[src/rtl/mem_port_arb_if.sv]
`default_nettype none
// ============================================================================
// Module : mem_port_arb_if
// Requester-side and memory-side bus of the N-port memory arbiter.
// Rev    : 1.0
// ============================================================================
interface mem_port_arb_if #(
    parameter int DATA_WIDTH = 8,
    parameter int ADDR_WIDTH = 8,
    parameter int NUM_PORTS  = 2
);
    logic [NUM_PORTS-1:0]            req_rd_en;
    logic [NUM_PORTS-1:0]            req_wr_en;
    logic [NUM_PORTS*ADDR_WIDTH-1:0] req_addr;
    logic [NUM_PORTS*DATA_WIDTH-1:0] req_wdata;
    logic [NUM_PORTS-1:0]            gnt;
    logic [NUM_PORTS-1:0]            rd_valid;
    logic [DATA_WIDTH-1:0]           rd_data;
    logic [ADDR_WIDTH-1:0]           mem_addr;
    logic [DATA_WIDTH-1:0]           mem_wdata;
    logic                            mem_wen;
    logic                            mem_ren;
    logic [DATA_WIDTH-1:0]           mem_rdata;

    // The arbiter is the slave; requesters plus memory form the master side.
    modport slave (
        input  req_rd_en, req_wr_en, req_addr, req_wdata, mem_rdata,
        output gnt, rd_valid, rd_data, mem_addr, mem_wdata, mem_wen, mem_ren
    );

    modport master (
        output req_rd_en, req_wr_en, req_addr, req_wdata, mem_rdata,
        input  gnt, rd_valid, rd_data, mem_addr, mem_wdata, mem_wen, mem_ren
    );
endinterface
`default_nettype wire

[src/rtl/mem_port_arb.sv]
`default_nettype none
// ============================================================================
// Module : mem_port_arb
// Round-robin N-port arbiter for a single-port memory with tagged read return.
// Rev    : 1.0
// ============================================================================
module mem_port_arb #(
    parameter int DATA_WIDTH = 8,
    parameter int ADDR_WIDTH = 8,
    parameter int NUM_PORTS  = 2,
    parameter int RD_LATENCY = 0
) (
    input  logic          clk,
    input  logic          rst_n,
    mem_port_arb_if.slave bus
);
    localparam int               IDX_W      = (NUM_PORTS > 1) ? $clog2(NUM_PORTS) : 1;
    localparam int               DEPTH      = RD_LATENCY + 1;
    localparam logic [IDX_W-1:0] C_LAST_RST = IDX_W'(NUM_PORTS - 1);
    localparam logic [IDX_W:0]   C_NUM      = (IDX_W + 1)'(NUM_PORTS);

    logic [IDX_W-1:0]       last_q, last_d;
    logic [NUM_PORTS-1:0]   req_vld;
    logic [IDX_W-1:0]       start_idx;
    logic [2*NUM_PORTS-1:0] req_dbl;
    logic [NUM_PORTS-1:0]   req_rot;
    logic [IDX_W-1:0]       offset;
    logic [IDX_W:0]         idx_sum;
    logic                   gnt_any;
    logic [IDX_W-1:0]       gnt_idx;
    logic [NUM_PORTS-1:0]   gnt_oh;

    logic [ADDR_WIDTH-1:0]  sel_addr;
    logic [DATA_WIDTH-1:0]  sel_wdata;
    logic                   sel_rd;

    logic [ADDR_WIDTH-1:0]  mem_addr_q,  mem_addr_d;
    logic [DATA_WIDTH-1:0]  mem_wdata_q, mem_wdata_d;
    logic                   mem_wen_q,   mem_wen_d;
    logic                   mem_ren_q,   mem_ren_d;

    logic [DEPTH-1:0]       pv_q;
    logic [IDX_W-1:0]       ptag_q [DEPTH];
    logic [NUM_PORTS-1:0]   rd_valid_q, rd_valid_d;
    logic [DATA_WIDTH-1:0]  rd_data_q,  rd_data_d;

    // Gating with rst_n keeps gnt low for the whole reset window.
    assign req_vld   = (bus.req_rd_en | bus.req_wr_en) & {NUM_PORTS{rst_n}};
    assign start_idx = (last_q == C_LAST_RST) ? '0 : last_q + 1'b1;
    assign req_dbl   = {req_vld, req_vld};

    // Rotate so bit 0 is the port just after 'last', then take the lowest set bit.
    always_comb begin
        req_rot = NUM_PORTS'(req_dbl >> start_idx);
        offset  = '0;
        gnt_any = 1'b0;
        for (int i = NUM_PORTS - 1; i >= 0; i--) begin
            if (req_rot[i]) begin
                gnt_any = 1'b1;
                offset  = IDX_W'(i);
            end
        end
    end

    assign idx_sum = {1'b0, start_idx} + {1'b0, offset};
    assign gnt_idx = (idx_sum >= C_NUM) ? IDX_W'(idx_sum - C_NUM) : idx_sum[IDX_W-1:0];
    assign gnt_oh  = gnt_any ? (NUM_PORTS'(1) << gnt_idx) : '0;

    always_comb begin
        sel_addr  = '0;
        sel_wdata = '0;
        for (int p = 0; p < NUM_PORTS; p++) begin
            if (gnt_oh[p]) begin
                sel_addr  = bus.req_addr[p*ADDR_WIDTH +: ADDR_WIDTH];
                sel_wdata = bus.req_wdata[p*DATA_WIDTH +: DATA_WIDTH];
            end
        end
    end

    // A port raising both enables gets its read first; the write stays pending.
    assign sel_rd = |(gnt_oh & bus.req_rd_en);

    always_comb begin
        last_d      = last_q;
        mem_addr_d  = mem_addr_q;
        mem_wdata_d = mem_wdata_q;
        mem_wen_d   = 1'b0;
        mem_ren_d   = 1'b0;
        if (gnt_any) begin
            last_d      = gnt_idx;
            mem_addr_d  = sel_addr;
            mem_wdata_d = sel_wdata;
            mem_ren_d   = sel_rd;
            mem_wen_d   = ~sel_rd;
        end
    end

    assign rd_valid_d = pv_q[DEPTH-1] ? (NUM_PORTS'(1) << ptag_q[DEPTH-1]) : '0;
    assign rd_data_d  = pv_q[DEPTH-1] ? bus.mem_rdata : rd_data_q;

    always_ff @(posedge clk) begin
        if (!rst_n) begin
            last_q      <= C_LAST_RST;
            mem_addr_q  <= '0;
            mem_wdata_q <= '0;
            mem_wen_q   <= 1'b0;
            mem_ren_q   <= 1'b0;
            rd_valid_q  <= '0;
            rd_data_q   <= '0;
            pv_q        <= '0;
            for (int k = 0; k < DEPTH; k++) begin
                ptag_q[k] <= '0;
            end
        end else begin
            last_q      <= last_d;
            mem_addr_q  <= mem_addr_d;
            mem_wdata_q <= mem_wdata_d;
            mem_wen_q   <= mem_wen_d;
            mem_ren_q   <= mem_ren_d;
            rd_valid_q  <= rd_valid_d;
            rd_data_q   <= rd_data_d;
            // Stage 0 lines up with mem_ren on the pins; the last stage meets mem_rdata.
            pv_q[0]     <= gnt_any & sel_rd;
            ptag_q[0]   <= gnt_idx;
            for (int k = 1; k < DEPTH; k++) begin
                pv_q[k]   <= pv_q[k-1];
                ptag_q[k] <= ptag_q[k-1];
            end
        end
    end

    assign bus.gnt       = gnt_oh;
    assign bus.rd_valid  = rd_valid_q;
    assign bus.rd_data   = rd_data_q;
    assign bus.mem_addr  = mem_addr_q;
    assign bus.mem_wdata = mem_wdata_q;
    assign bus.mem_wen   = mem_wen_q;
    assign bus.mem_ren   = mem_ren_q;
endmodule
`default_nettype wire

[src/flat_wrapper.sv]
// flat-port wrapper written by rule: the top's interface ports become plain ports
module mem_port_arb_flat 
#(
    parameter int DATA_WIDTH = 8,
    parameter int ADDR_WIDTH = 8,
    parameter int NUM_PORTS  = 2,
    parameter int RD_LATENCY = 0
)
  (clk, rst_n, bus_req_rd_en, bus_req_wr_en, bus_req_addr, bus_req_wdata, bus_mem_rdata, bus_gnt, bus_rd_valid, bus_rd_data, bus_mem_addr, bus_mem_wdata, bus_mem_wen, bus_mem_ren);
  mem_port_arb_if #(.DATA_WIDTH(DATA_WIDTH), .ADDR_WIDTH(ADDR_WIDTH), .NUM_PORTS(NUM_PORTS)) bus_i ();
  input  logic clk;
  input  logic rst_n;
  input wire logic [$bits(bus_i.req_rd_en)-1:0] bus_req_rd_en;
  input wire logic [$bits(bus_i.req_wr_en)-1:0] bus_req_wr_en;
  input wire logic [$bits(bus_i.req_addr)-1:0] bus_req_addr;
  input wire logic [$bits(bus_i.req_wdata)-1:0] bus_req_wdata;
  input wire logic [$bits(bus_i.mem_rdata)-1:0] bus_mem_rdata;
  output wire logic [$bits(bus_i.gnt)-1:0] bus_gnt;
  output wire logic [$bits(bus_i.rd_valid)-1:0] bus_rd_valid;
  output wire logic [$bits(bus_i.rd_data)-1:0] bus_rd_data;
  output wire logic [$bits(bus_i.mem_addr)-1:0] bus_mem_addr;
  output wire logic [$bits(bus_i.mem_wdata)-1:0] bus_mem_wdata;
  output wire logic [$bits(bus_i.mem_wen)-1:0] bus_mem_wen;
  output wire logic [$bits(bus_i.mem_ren)-1:0] bus_mem_ren;
  assign bus_i.req_rd_en = bus_req_rd_en;
  assign bus_i.req_wr_en = bus_req_wr_en;
  assign bus_i.req_addr = bus_req_addr;
  assign bus_i.req_wdata = bus_req_wdata;
  assign bus_i.mem_rdata = bus_mem_rdata;
  assign bus_gnt = bus_i.gnt;
  assign bus_rd_valid = bus_i.rd_valid;
  assign bus_rd_data = bus_i.rd_data;
  assign bus_mem_addr = bus_i.mem_addr;
  assign bus_mem_wdata = bus_i.mem_wdata;
  assign bus_mem_wen = bus_i.mem_wen;
  assign bus_mem_ren = bus_i.mem_ren;
  mem_port_arb #(.DATA_WIDTH(DATA_WIDTH), .ADDR_WIDTH(ADDR_WIDTH), .NUM_PORTS(NUM_PORTS), .RD_LATENCY(RD_LATENCY)) u_core (.clk(clk), .rst_n(rst_n), .bus(bus_i));
endmodule
[config.mk]
export PLATFORM = sky130hd
export DESIGN_NAME = mem_port_arb_flat
export DESIGN_NICKNAME = d
export VERILOG_FILES = /design/src/rtl/mem_port_arb_if.sv /design/src/rtl/mem_port_arb.sv /design/src/flat_wrapper.sv
export SDC_FILE = /design/constraint.sdc
export NUM_CORES = 1
export LEC_CHECK = 0
export BUFFER_PORTS_ARGS = -buffer_cell sky130_fd_sc_hd__buf_2
export CAP_MARGIN = 20
export CORE_ASPECT_RATIO = 0.6
export CORE_MARGIN = 2
export CORE_UTILIZATION = 40
export DETAILED_ROUTE_END_ITERATION = 8
export HOLD_SLACK_MARGIN = 0.12
export PLACE_DENSITY = 0.75
export SETUP_SLACK_MARGIN = 0.3
export SYNTH_ARGS = -nofsm -noshare
export SYNTH_HDL_FRONTEND = slang
export SYNTH_SLANG_ARGS = --single-unit
[constraint.sdc]
create_clock -name clk -period 3.68 [get_ports clk]
set_clock_uncertainty 0.15 [all_clocks]
set_input_delay 0.184 -clock clk [delete_from_list [all_inputs] [get_ports clk]]
set_output_delay 0.184 -clock clk [all_outputs]
set_load 0.05 [all_outputs]
* Word level (Yosys, flattened, before mapping) *
Memories as Yosys holds them, arrays and structs flattened.
Cells that the tools add are included.

operators by class
  order comparisons = 1
  multiply operators = 0
  reduce and logical (&&, ||, !) cells = 4
  shifts and indexed selects = 3
  mux-type cells = 14
  equality and inequality tests = 0
  $add $sub $neg = 3
  divide/modulo/power cells = 0
  bitwise logic cells = 5

operators with widths
  cell                 count
  $mux 8               4
  $mux 1               9
  $and 2x2->2          2
  $reduce_and 2->1     2
  $shl 1x1->2 const A  2
  $shr 4x1->2          1
  $add 1x1->2          1
  $ge 2x2->1 const B   1
  $mux 2               1
  $or 2x2->2           1
  $reduce_or 2->1      1
  $add 1x1->1 const B  1
  $and 1x1->1          1
  $not 1->1            1
  $reduce_or 1->1      1
  $sub 1x1->1 const B  1

word-level totals
  output and inout bits = 30
  flip-flop bits (word level) = 30
  word-level logic and storage cells = 39
  ROM bits = 0
  bits in latches = 0
  input port bits = 46
  memories = 1
  bits in writable memories = 1

memory list
  name           depth  bits a word  rd ports  clocked after Yosys merged registers in  write ports  line                text
  u_core.ptag_q  1      1            1         0                                        1            mem_port_arb.sv:43  logic [IDX_W-1:0] ptag_q [DEPTH];

* Depth between registers and ports, before layout *
Gate-level depths: netlist (run 1).

  depth after elaboration = 13
  gate-level depth with buffers = 5
  depth with buffers taken out = 3

* Worst setup path before layout (run 1) *
No wires, ideal clock.

  kind = reg2reg
  start = reg u_core.last_q
  end = reg u_core.mem_addr_q[3], in the netlist u_core.bus.mem_addr[3]
  slack = 2.137 ns
  required time = 3.408 ns
  period minus slack after synthesis = 1.543 ns
  buffers on the path = 2
  library setup time = 0.122 ns
  data arrival time = 1.271 ns
  stages on the path, launching flop included = 6
  path through = dfxtp_1 o21bai_2 and3_4 buf_6 buf_8 a221o_1

on the way
  word-level cells in the longest chain between the ends = 12
  elaborated cells between the ends (all ways) = 14
  classes of those cells = add/sub: 3; order compare: 1; shift: 2; mux: 8

ends and longest elaborated chain
  what                                              line                 text
  start, declared                                   mem_port_arb.sv:22   logic [IDX_W-1:0] last_q, last_d;
  start signal, assigned                            mem_port_arb.sv:115  last_q <= last_d;
  $add 1x1->1                                       mem_port_arb.sv:49   assign start_idx = (last_q == C_LAST_RST) ? '0 : last_q + 1'b1;
  $mux 1 *                                          mem_port_arb.sv:49
  $shr 4x1->2                                       mem_port_arb.sv:54   req_rot = NUM_PORTS'(req_dbl >> start_idx);
  $mux 1 (2 in series)                              mem_port_arb.sv:58   if (req_rot[i]) begin
  $add 1x1->2                                       mem_port_arb.sv:65   assign idx_sum = {1'b0, start_idx} + {1'b0, offset};
  $ge 2x2->1 / $sub 1x1->1 (equally long branches)  mem_port_arb.sv:66   assign gnt_idx = (idx_sum >= C_NUM) ? IDX_W'(idx_sum - C_NUM) : idx_sum[IDX_W-1:0];
  $mux 1                                            mem_port_arb.sv:66
  $shl 1x1->2                                       mem_port_arb.sv:67   assign gnt_oh = gnt_any ? (NUM_PORTS'(1) << gnt_idx) : '0;
  $mux 2 *                                          mem_port_arb.sv:67
  net bus_gnt[0]                                    flat_wrapper.sv:18   output wire logic [$bits(bus_i.gnt)-1:0] bus_gnt;
  $mux 8 * (2 in series)                            mem_port_arb.sv:73   if (gnt_oh[p]) begin
  end signal, assigned                              mem_port_arb.sv:116  mem_addr_q <= mem_addr_d;
  end, declared                                     mem_port_arb.sv:37   logic [ADDR_WIDTH-1:0] mem_addr_q, mem_addr_d;

The timed path passes the listed nets; every way through them passes the cells marked *.
A chain may end at the register's enable or synchronous reset.

* Final worst setup path (run 1) *
  start = in bus_req_wr_en[1]
  end = reg u_core.mem_addr_q[4], in the netlist u_core.bus.mem_addr[4]

on the way
  word-level cells in the longest chain between the ends = 12
  elaborated cells between the ends (all ways) = 14
  classes of those cells = add/sub: 2; order compare: 1; shift: 2; mux: 7; bitwise: 2

ends and longest elaborated chain
  what                                              line                text
  start, declared                                   flat_wrapper.sv:14  input wire logic [$bits(bus_i.req_wr_en)-1:0] bus_req_wr_en;
  $or 2x2->2 *                                      mem_port_arb.sv:48  assign req_vld = (bus.req_rd_en | bus.req_wr_en) & {NUM_PORTS{rst_n}};
  $and 2x2->2 *                                     mem_port_arb.sv:48
  $shr 4x1->2 *                                     mem_port_arb.sv:54
  $mux 1 (2 in series)                              mem_port_arb.sv:58
  $add 1x1->2                                       mem_port_arb.sv:65
  $ge 2x2->1 / $sub 1x1->1 (equally long branches)  mem_port_arb.sv:66
  $mux 1                                            mem_port_arb.sv:66
  $shl 1x1->2                                       mem_port_arb.sv:67
  $mux 2                                            mem_port_arb.sv:67
  $mux 8 (2 in series)                              mem_port_arb.sv:73

Every way passes the cells marked *; elsewhere a longest branch is shown, timed or not.

==> summary.md, run 1 <==
| Metric | Value |
|---|---|
| Wire length of the first global-routing pass | `5940 um` |
| Number of design rule violations left after detail routing | `0` |
| Routability congestion estimate from global placement | `0.841` |
| Cells after Synth | `114` |
| Antenna violations before repair | `0` |
| Clock tree from TritonCTS | `yes` |
| Area of the core | `2930 sq um` |
| Worst IR drop on VDD | `0.000206 V` |
| Worst slew slack as a fraction of its limit | `0.307` |
| CP Data Required Time | `3.75 ns` |
| Gr ovfl total | `0` |
| Outcome | `finished clean` |
| Path depth of the worst reg2reg path | `4` |
| Layout Area Growth over Synthesis | `67.8%` |
| Wire length per cell | `13.9 um` |
| Final clock period utilization by the worst path | `0.686` |
| Clk buf depth | `2` |
| Via density per instance | `4.89` |
| Final count of negative-setup-slack endpoints | `0` |
| Critical path fanouts, max | `14` |
| Min-delay worst type | `primary input to register` |
| Critical Path Source | `bus_req_wr_en[1]` |
| RR Startpoint | `u_core.last_q` |
| Slack of the worst reg-to-reg path | `1.55 ns` |
| Clock H-tree levels | `2` |
| Number of nets still failing antenna checks after routing | `0` |
| Post-route minimum period | `2.52 ns` |
| Clock buffer count from CTS | `5` |
| Endpoint of the most critical register-to-register path | `u_core.bus.mem_addr[7]` |
| Post-synthesis instance area | `1250 sq um` |
| Synth top area share | `0.497` |
| Yosys reg bits | `31` |
| Leakage power | `1.06 nW` |
| Maximum clock frequency | `396 MHz` |
| Category of the most critical setup path | `primary input to register` |
| RSZ-0062 raised after global routing | `false` |
| Number of clock sinks seen by CTS | `31` |
| Final-layout worst hold slack | `0.136 ns` |
| Post-cts resize count | `0` |
| Mapped Nets | `160` |
| Cell types occupying the most area after synthesis | `sky130_fd_sc_hd__dfxtp_1 50%, sky130_fd_sc_hd__a221o_1 11%, sky130_fd_sc_hd__and3_1 7.5%` |
| Sort of element at the end of the critical path | `register` |
| WP data arrival | `2.60 ns` |
| Clock-pin transition on the worst setup and hold timing paths | `0.06 ns` |
| Total power divided by cell area | `415 nW/um^2` |
| Sequential area share after synthesis | `0.497` |
| Commonest cells after routing, fill and taps aside | `75 x sky130_fd_sc_hd__buf_2, 40 x sky130_fd_sc_hd__dlygate4sd3_1, 31 x sky130_fd_sc_hd__dfxtp_1, 15 x sky130_fd_sc_hd__and3_1, 14 x sky130_fd_sc_hd__a221o_1` |
| Total wirelength of the detailed-routed design | `3730 um` |
| Clock root cell | `sky130_fd_sc_hd__clkbuf_8` |
| Number of different library cells in the post-synthesis netlist | `29` |
| Origin of the worst min-delay path | `bus_req_wdata[14]` |
| Width of the chip | `76.1 um` |
| Layout cells sized above 1 | `0.392` |
| Startpoint type of the worst setup path | `primary input` |
| Die Footprint | `3600 sq um` |
| Warning count from the yosys run | `0` |
| Initial core utilization | `0.426` |
| Measured slew at the worst slew-check pin | `1.03 ns` |
| Synthesized area divided by synthesized cell count | `10.9 sq um` |
| Maximum number of pins on one net before global-route repair | `34` |
| Top cell type by total area after synthesis | `sky130_fd_sc_hd__dfxtp_1` |
| HPWL Detailed | `2350 um` |
| Number of placement rows | `15` |
| Number of nets in the layout | `274` |
| Number of pins exceeding their max-slew limit in the final report | `0` |
| Ports | `76` |
| # Max-Cap Violations | `0` |
| End point of the critical path | `u_core.bus.mem_addr[4]` |
| Commonest non-fill, non-tap cell in the layout | `sky130_fd_sc_hd__buf_2` |
| Gr usage total | `0.224` |
| 1st-iter DRT viols | `48` |
| DIE HEIGHT | `47.3 um` |
| Setup TNS | `0 ns` |
| Count of final hold-check violations | `0` |
| Number of antenna cells inserted | `0` |
| Number of global-route vias before repair | `1260` |
| Insertion delay of the later-clocked pin in the worst-skew pair | `0.28 ns` |
| Vias post-DR | `1315` |
| IO Port Bufs | `75` |
| Number of detailed-route iterations in the first pass | `4` |
state kept, by name (all words and copies together) (netlist names):
signal,flops
u_core.last_q,1
u_core.pv_q,1
u_core.ptag_q,1
u_core.bus.mem_addr,8
u_core.bus.mem_ren,1
u_core.bus.mem_wdata,8
u_core.bus.rd_valid,2
u_core.bus.rd_data,8
u_core.bus.mem_wen,1
cell families (layout without fill, tap and decap cells):
family                 Yosys count  in the layout  synth area share
DFF                             31             31             0.497
AOI/OAI and AO/OA               25             25             0.183
buffers and inverters            8            121            0.0441
and+or+nand+nor                 42             42             0.212
muxes                            8              8            0.0642
power breakdown:
| group | switching [mW] | internal [mW] | leakage (nW) |
|---|---|---|---|
| clock | 0.113 | 0.126 | 0.0371 |
| sequential | 0.0170 | 0.363 | 0.257 |
| combinational | 0.149 | 0.101 | 0.765 |
| total | 0.280 | 0.590 | 1.06 |
per-layer routing:
metal / share of wire / track usage / vias up
met4: 0.013 / 0.0655 / 0
met3: 0.065 / 0.0942 / 6
met1: 0.46 / 0.271 / 606
li1: - / - / 653
met5: 0 / 0 / -
met2: 0.46 / 0.380 / 50
worst min path at each step:
stage	end	slack, ns	cells past startpoint
2_1_floorplan	u_core.bus.mem_addr[2]	0.17	1
3_3_place_gp	u_core.bus.rd_valid[0]	0.24	1
3_5_place_dp	u_core.bus.rd_valid[0]	0.25	1
4_1_cts	u_core.pv_q	0.14	2
5_1_grt	u_core.bus.mem_wdata[6]	0.14	3
6_report	u_core.bus.mem_wdata[6]	0.14	3
worst max-delay path: stages:
cell and delay (ns):
sky130_fd_sc_hd__dlygate4sd3_1 0.52, sky130_fd_sc_hd__buf_2 0.16, sky130_fd_sc_hd__nor4_2 0.77, sky130_fd_sc_hd__and3_1 0.28
sky130_fd_sc_hd__a221o_1 0.12, sky130_fd_sc_hd__dlygate4sd3_1 0.55
through the flow:
| step | area (sq um) | utilization | power, mW | instances | setup WS [ns] |
|---|---|---|---|---|---|
| after detailed placement | 1620 | 0.553 | 0.592 | 223 | 1.77 |
| after floorplan | 1250 | - | 0.534 | 114 | 2.14 |
| after global placement | 1620 | 0.553 | 0.589 | 223 | 1.86 |
| after global routing | 2090 | 0.715 | 0.912 | 269 | 1.09 |
| final | 2090 | 0.715 | 0.869 | 269 | 1.16 |
| after CTS | 2090 | 0.715 | 0.869 | 269 | 1.24 |
area by class of cell:
type                            instances  area [sq um]
Clock buffer                            6          72.6
Fill cell                             215           835
Multi-Input combinational cell         75           572
Sequential cell                        31           621
Tap cell                               42          52.6
Timing Repair Buffer                  115           776
cell usage after synthesis (all sizes together):
cell type  instances
dfxtp             31
and3              16
a221o             14
mux2i              8
nor2b              8
nor2               7
buf                5
clkbuf             3
nand2              3
a211oi             2
nor3               2
o21a               2
o21ai              2
o221a              2
a21boi             1
a21oi              1
nand2b             1
nand3              1
nor3b              1
nor4               1
o21bai             1
or2                1
or4                1
what timing repair did:
item	4_1_cts	5_1_grt
buffers inserted	0	0
endpoints found under the hold margin	25	0
hold buffers	40	0
Note: power is estimated with default switching activity, not from simulation.
==> run 2, diff against run 1 <==
==> constraint.sdc (replaced) <==
create_clock -name clk -period 2.4 [get_ports clk]
set_clock_uncertainty 0.15 [all_clocks]
set_input_delay 0.12 -clock clk [delete_from_list [all_inputs] [get_ports clk]]
set_output_delay 0.12 -clock clk [all_outputs]
set_load 0.05 [all_outputs]
==> summary.md, run 2 (synthesized netlist as in run 1, its figures left out) <==
| Metric | Value |
|---|---|
| Measured slew at the worst slew-check pin | `0.971 ns` |
| Path depth of the worst reg2reg path | `5` |
| Category of the most critical setup path | `primary input to register` |
| Final-layout worst hold slack | `0.137 ns` |
| Clock share of power | `0.347` |
| Post-route insts no fill | `277` |
| Post-route minimum period | `2.07 ns` |
| Post-layout util | `0.755` |
| Number of design rule violations left after detail routing | `0` |
| Endpoint of the most critical register-to-register path | `u_core.bus.mem_addr[6]` |
| Wire length per cell | `14.1 um` |
| Final clock period utilization by the worst path | `0.861` |
| Layout Area Growth over Synthesis | `77.1%` |
| Number of detailed-route iterations in the first pass | `4` |
| Routability congestion estimate from global placement | `0.834` |
| Number of nets still failing antenna checks after routing | `0` |
| Worst slew slack as a fraction of its limit | `0.347` |
| Worst-case hold path end point | `u_core.pv_q` |
| Gr usage total | `0.222` |
| Total power of the final layout | `1.50 mW` |
| Comb pwr share | `0.265` |
| Instance area after placement | `1620 sq um` |
| Number of nets in the layout | `280` |
| Sort of element at the end of the critical path | `register` |
| Commonest non-fill, non-tap cell in the layout | `sky130_fd_sc_hd__buf_2` |
| Ports | `76` |
| # Max-Cap Violations | `0` |
| Total power divided by cell area | `680 nW/um^2` |
| Gr ovfl total | `0` |
| 1st-iter DRT viols | `59` |
| RR Startpoint | `u_core.last_q` |
| Part of the power in registers | `0.387` |
| Layout cells sized above 1 | `0.400` |
| WP data arrival | `2.08 ns` |
| Number of global-route vias before repair | `1337` |
| Worst setup slack after placement | `0.648 ns` |
| Clock tree from TritonCTS | `yes` |
| Count of final hold-check violations | `0` |
| HPWL Detailed | `2280 um` |
| Clock buffer count from CTS | `5` |
| Insertion delay of the later-clocked pin in the worst-skew pair | `0.27 ns` |
| Total wirelength of the detailed-routed design | `3900 um` |
| DIE HEIGHT | `47.3 um` |
| Number of placement rows | `15` |
| Initial core utilization | `0.426` |
| Wire length of the first global-routing pass | `5950 um` |
| Startpoint type of the worst setup path | `primary input` |
| Width of the chip | `76.1 um` |
| Clock-pin transition on the worst setup and hold timing paths | `0.07 ns` |
| Die Footprint | `3600 sq um` |
| Final count of negative-setup-slack endpoints | `0` |
| Leakage power | `1.11 nW` |
| Switching Power | `445 uW` |
| Hold Path Cell Cnt | `3` |
| Switching Fraction | `0.296` |
| Critical path fanouts, max | `15` |
| Maximum number of pins on one net before global-route repair | `34` |
| Min-delay worst type | `primary input to register` |
| Number of clock sinks seen by CTS | `31` |
| Total placed cells including tap cells | `223` |
| RSZ-0062 raised after global routing | `false` |
| Clock root cell | `sky130_fd_sc_hd__clkbuf_8` |
| Crit path setup slack, layout | `0.334 ns` |
| Number of antenna cells inserted | `0` |
| IO Port Bufs | `75` |
| Outcome | `finished clean` |
| Internal power contribution | `1.06 mW` |
| Final design instance area without fill | `2210 sq um` |
| Maximum clock frequency | `484 MHz` |
| Setup TNS | `0 ns` |
| Via density per instance | `5.05` |
| Antenna violations before repair | `0` |
| Vias post-DR | `1398` |
| CP Data Required Time | `2.42 ns` |
| Number of pins exceeding their max-slew limit in the final report | `0` |
| Commonest cells after routing, fill and taps aside | `75 x sky130_fd_sc_hd__buf_2, 45 x sky130_fd_sc_hd__dlygate4sd3_1, 30 x sky130_fd_sc_hd__dfxtp_1, 15 x sky130_fd_sc_hd__and3_1, 14 x sky130_fd_sc_hd__a221o_1` |
| Clock H-tree levels | `2` |
| Slack of the worst reg-to-reg path | `0.40 ns` |
| Origin of the worst min-delay path | `bus_req_wr_en[1]` |
| Area of the core | `2930 sq um` |
| Worst IR drop on VDD | `0.000488 V` |
| Clk buf depth | `2` |
==> run 2: cell type report <==
type,count,area (sq um)
clock inverter,2,35.0
clock buffer,6,82.6
multi-input combinational,75,572
tap,42,52.6
timing repair buffer,121,846
fill,221,718
sequential,31,622
==> run 2: worst max path at each step <==
stage | startpoint | end | slack [ns] | depth (start not counted)
after floorplan | u_core.last_q | u_core.bus.mem_addr[3] | 0.86 | 5
after detailed placement | rst_n | bus_gnt[1] | 0.65 | 3
final | bus_req_wr_en[1] | u_core.bus.mem_addr[6] | 0.33 | 6
after global placement | rst_n | bus_gnt[1] | 0.70 | 3
after CTS | u_core.last_q | u_core.bus.mem_wdata[1] | 0.34 | 4
after global routing | bus_req_wr_en[1] | u_core.bus.mem_wdata[1] | 0.31 | 6
==> run 2: critical path, cell delays in order <==
cell	delay, ns
sky130_fd_sc_hd__buf_2	0.14
sky130_fd_sc_hd__dlygate4sd3_1	0.58
sky130_fd_sc_hd__o21bai_2	0.10
sky130_fd_sc_hd__and3_4	0.25
sky130_fd_sc_hd__a221o_1	0.33
sky130_fd_sc_hd__dlygate4sd3_1	0.56
==> run 2: power groups by stage <==
stage	Combinational, mW	Clock, mW	Sequential (mW)
2_1_floorplan	0.101	0	0.717
3_3_place_gp	0.311	0	0.591
3_5_place_dp	0.314	0	0.592
4_1_cts	0.386	0.533	0.581
5_1_grt	0.420	0.556	0.587
6_report	0.399	0.522	0.583
==> run 2: timing repair <==
| action | CTS | global route |
|---|---|---|
| endpoints found under the hold margin | 27 | 0 |
| setup buffers | 0 | 1 |
| setup endpoints to repair | 0 | 15 |
| hold buffers | 45 | 0 |
| gates resized for setup | 0 | 1 |
==> run 2: routing by layer <==
layer | up-vias | GRT usage | routed length (um)
met5 | - | 0 | 0
met2 | 68 | 0.388 | 1900
met1 | 648 | 0.253 | 1630
met3 | 10 | 0.0827 | 273
li1 | 672 | - | -
met4 | 0 | 0.116 | 93
==> run 3, diff against run 2 <==
--- a/config.mk
+++ b/config.mk
@@ -9,11 +9,12 @@
 export CAP_MARGIN = 20
 export CORE_ASPECT_RATIO = 0.6
 export CORE_MARGIN = 2
-export CORE_UTILIZATION = 40
+export CORE_UTILIZATION = 42
 export DETAILED_ROUTE_END_ITERATION = 8
 export HOLD_SLACK_MARGIN = 0.12
-export PLACE_DENSITY = 0.75
+export PLACE_DENSITY = 0.78
 export SETUP_SLACK_MARGIN = 0.3
+export SLEW_MARGIN = 20
 export SYNTH_ARGS = -nofsm -noshare
 export SYNTH_HDL_FRONTEND = slang
 export SYNTH_SLANG_ARGS = --single-unit
==> summary.md, run 3 (synthesized netlist as in run 1, its figures left out) <==
| Metric | Value |
|---|---|
| Post-route minimum period | `2.09 ns` |
| Final clock period utilization by the worst path | `0.870` |
| Category of the most critical setup path | `register to register` |
| Number of antenna cells inserted | `0` |
| Instance area after placement | `1620 sq um` |
| Outcome | `finished clean` |
| Worst IR drop on VDD | `0.000342 V` |
| Storage element area | `621 sq um` |
| Clk buf depth | `2` |
| Clock root cell | `sky130_fd_sc_hd__clkbuf_8` |
| WP data arrival | `2.10 ns` |
| Hold Path Cell Cnt | `3` |
| Critical path fanouts, max | `14` |
| Vias post-DR | `1399` |
| Sort of element at the end of the critical path | `register` |
| Number of design rule violations left after detail routing | `0` |
| # Max-Cap Violations | `0` |
| Width of the chip | `74.4 um` |
| Count of fill cells added during filler insertion | `206` |
| Insertion delay of the later-clocked pin in the worst-skew pair | `0.27 ns` |
| Path depth of the worst reg2reg path | `5` |
| Number of pins exceeding their max-slew limit in the final report | `0` |
| Number of detailed-route iterations in the first pass | `4` |
| Maximum clock frequency | `479 MHz` |
| Number of nets in the layout | `281` |
| Origin of the worst min-delay path | `bus_req_wr_en[1]` |
| Area used by multi-input combinational logic | `599 sq um` |
| Final design instance area without fill | `2210 sq um` |
| Clock tree from TritonCTS | `yes` |
| Wire length of the first global-routing pass | `5680 um` |
| Layout cells sized above 1 | `0.396` |
| Final count of negative-setup-slack endpoints | `0` |
| Antenna violations before repair | `0` |
| Startpoint type of the worst setup path | `register` |
| Slack of the worst reg-to-reg path | `0.31 ns` |
| Commonest non-fill, non-tap cell in the layout | `sky130_fd_sc_hd__buf_2` |
| 1st-iter DRT viols | `64` |
| DIE HEIGHT | `46.2 um` |
| HPWL Detailed | `2390 um` |
| Worst slew slack as a fraction of its limit | `0.567` |
| Clock-pin transition on the worst setup and hold timing paths | `0.06 ns` |
| Number of nets still failing antenna checks after routing | `0` |
| RR Startpoint | `u_core.last_q` |
| Measured slew at the worst slew-check pin | `0.645 ns` |
| Via density per instance | `5.05` |
| Area of the core | `2850 sq um` |
| Count of final hold-check violations | `0` |
| Number of placement rows | `15` |
| CP Data Required Time | `2.41 ns` |
| Leakage power | `1.11 nW` |
| Clock H-tree levels | `2` |
| Total power divided by cell area | `632 nW/um^2` |
| Gr usage total | `0.229` |
| Worst-case hold path end point | `u_core.pv_q` |
| IO Port Bufs | `75` |
| Maximum number of pins on one net before global-route repair | `34` |
| Ports | `76` |
| Clock buffer count from CTS | `5` |
| Endpoint of the most critical register-to-register path | `u_core.bus.mem_wdata[4]` |
| RSZ-0062 raised after global routing | `true` |
| Gr ovfl total | `0` |
| Setup TNS | `0 ns` |
| Initial core utilization | `0.437` |
| Min-delay worst type | `primary input to register` |
| Wire length per cell | `14.7 um` |
| Total wirelength of the detailed-routed design | `4080 um` |
| Number of global-route vias before repair | `1274` |
| Layout Area Growth over Synthesis | `77.0%` |
| Number of clock sinks seen by CTS | `31` |
| Routability congestion estimate from global placement | `0.795` |
| Commonest cells after routing, fill and taps aside | `74 x sky130_fd_sc_hd__buf_2, 45 x sky130_fd_sc_hd__dlygate4sd3_1, 31 x sky130_fd_sc_hd__dfxtp_1, 15 x sky130_fd_sc_hd__and3_1, 14 x sky130_fd_sc_hd__a221o_1` |
| Die Footprint | `3440 sq um` |
-- run 3: cell count changes in the layout (fill, tap and decap cells not counted), sizes merged --
cell    previous run  this run
buf               76        75
and3              16        17
clkbuf             6         7
bufinv             1         0
-- run 3: layout make-up --
class,count,share of cell area
flip-flops and latches,31,0.281
multi-input cells,76,0.271
clock inverters,1,0.00227
repair buffers,121,0.384
clock buffers,6,0.0374
well taps,42,0.0238
-- run 3: power breakdown --
part	internal (mW)	switching [mW]	leakage, nW
Clock	0.224	0.181	0.0470
Combinational	0.170	0.238	0.803
Sequential	0.557	0.0271	0.257
Total	0.951	0.445	1.11
-- run 3: critical path, stage by stage, from the launching register on --
cell and delay (ns):
sky130_fd_sc_hd__dfxtp_1 0.44, sky130_fd_sc_hd__o21a_2 0.23, sky130_fd_sc_hd__nor3b_4 0.06, sky130_fd_sc_hd__buf_12 0.16, sky130_fd_sc_hd__a221o_1 0.34, sky130_fd_sc_hd__dlygate4sd3_1 0.57
-- run 3: repair_timing --
action	in CTS	in global routing
endpoints found under the setup margin	0	15
endpoints found under the hold margin	27	0
resized for setup	0	4
buffers inserted	0	1
hold buffers	45	0
-- run 3: worst max-delay path by stage --
stage                  startpoint                      end  slack, ns  cells after the start
floorplan           u_core.last_q   u_core.bus.mem_addr[3]       0.86                      5
global route        u_core.last_q   u_core.bus.mem_addr[3]       0.29                      5
finish              u_core.last_q  u_core.bus.mem_wdata[4]       0.31                      5
CTS                 u_core.last_q  u_core.bus.mem_wdata[5]       0.34                      4
detailed placement          rst_n               bus_gnt[1]       0.65                      3
global placement            rst_n               bus_gnt[1]       0.70                      3
-- run 3: per-layer routing --
| metal | GRT usage | share of wire | wire (um) | vias up |
|---|---|---|---|---|
| met4 | 0.0893 | 0.011 | 44 | 0 |
| met5 | 0 | 0 | 0 | - |
| met1 | 0.264 | 0.42 | 1730 | 673 |
| met2 | 0.411 | 0.50 | 2060 | 49 |
| li1 | - | - | - | 672 |
| met3 | 0.0678 | 0.060 | 246 | 5 |
-- run 3: stage by stage --
step	cells	power (mW)	utilization	setup WS (ns)	hold slack, ns
2_1_floorplan	114	0.818	-	0.857	0.108
3_3_place_gp	223	0.901	0.568	0.701	0.198
3_5_place_dp	223	0.908	0.568	0.651	0.198
4_1_cts	275	1.38	0.757	0.340	0.124
5_1_grt	277	1.46	0.774	0.289	0.168
6_report	277	1.40	0.774	0.311	0.157
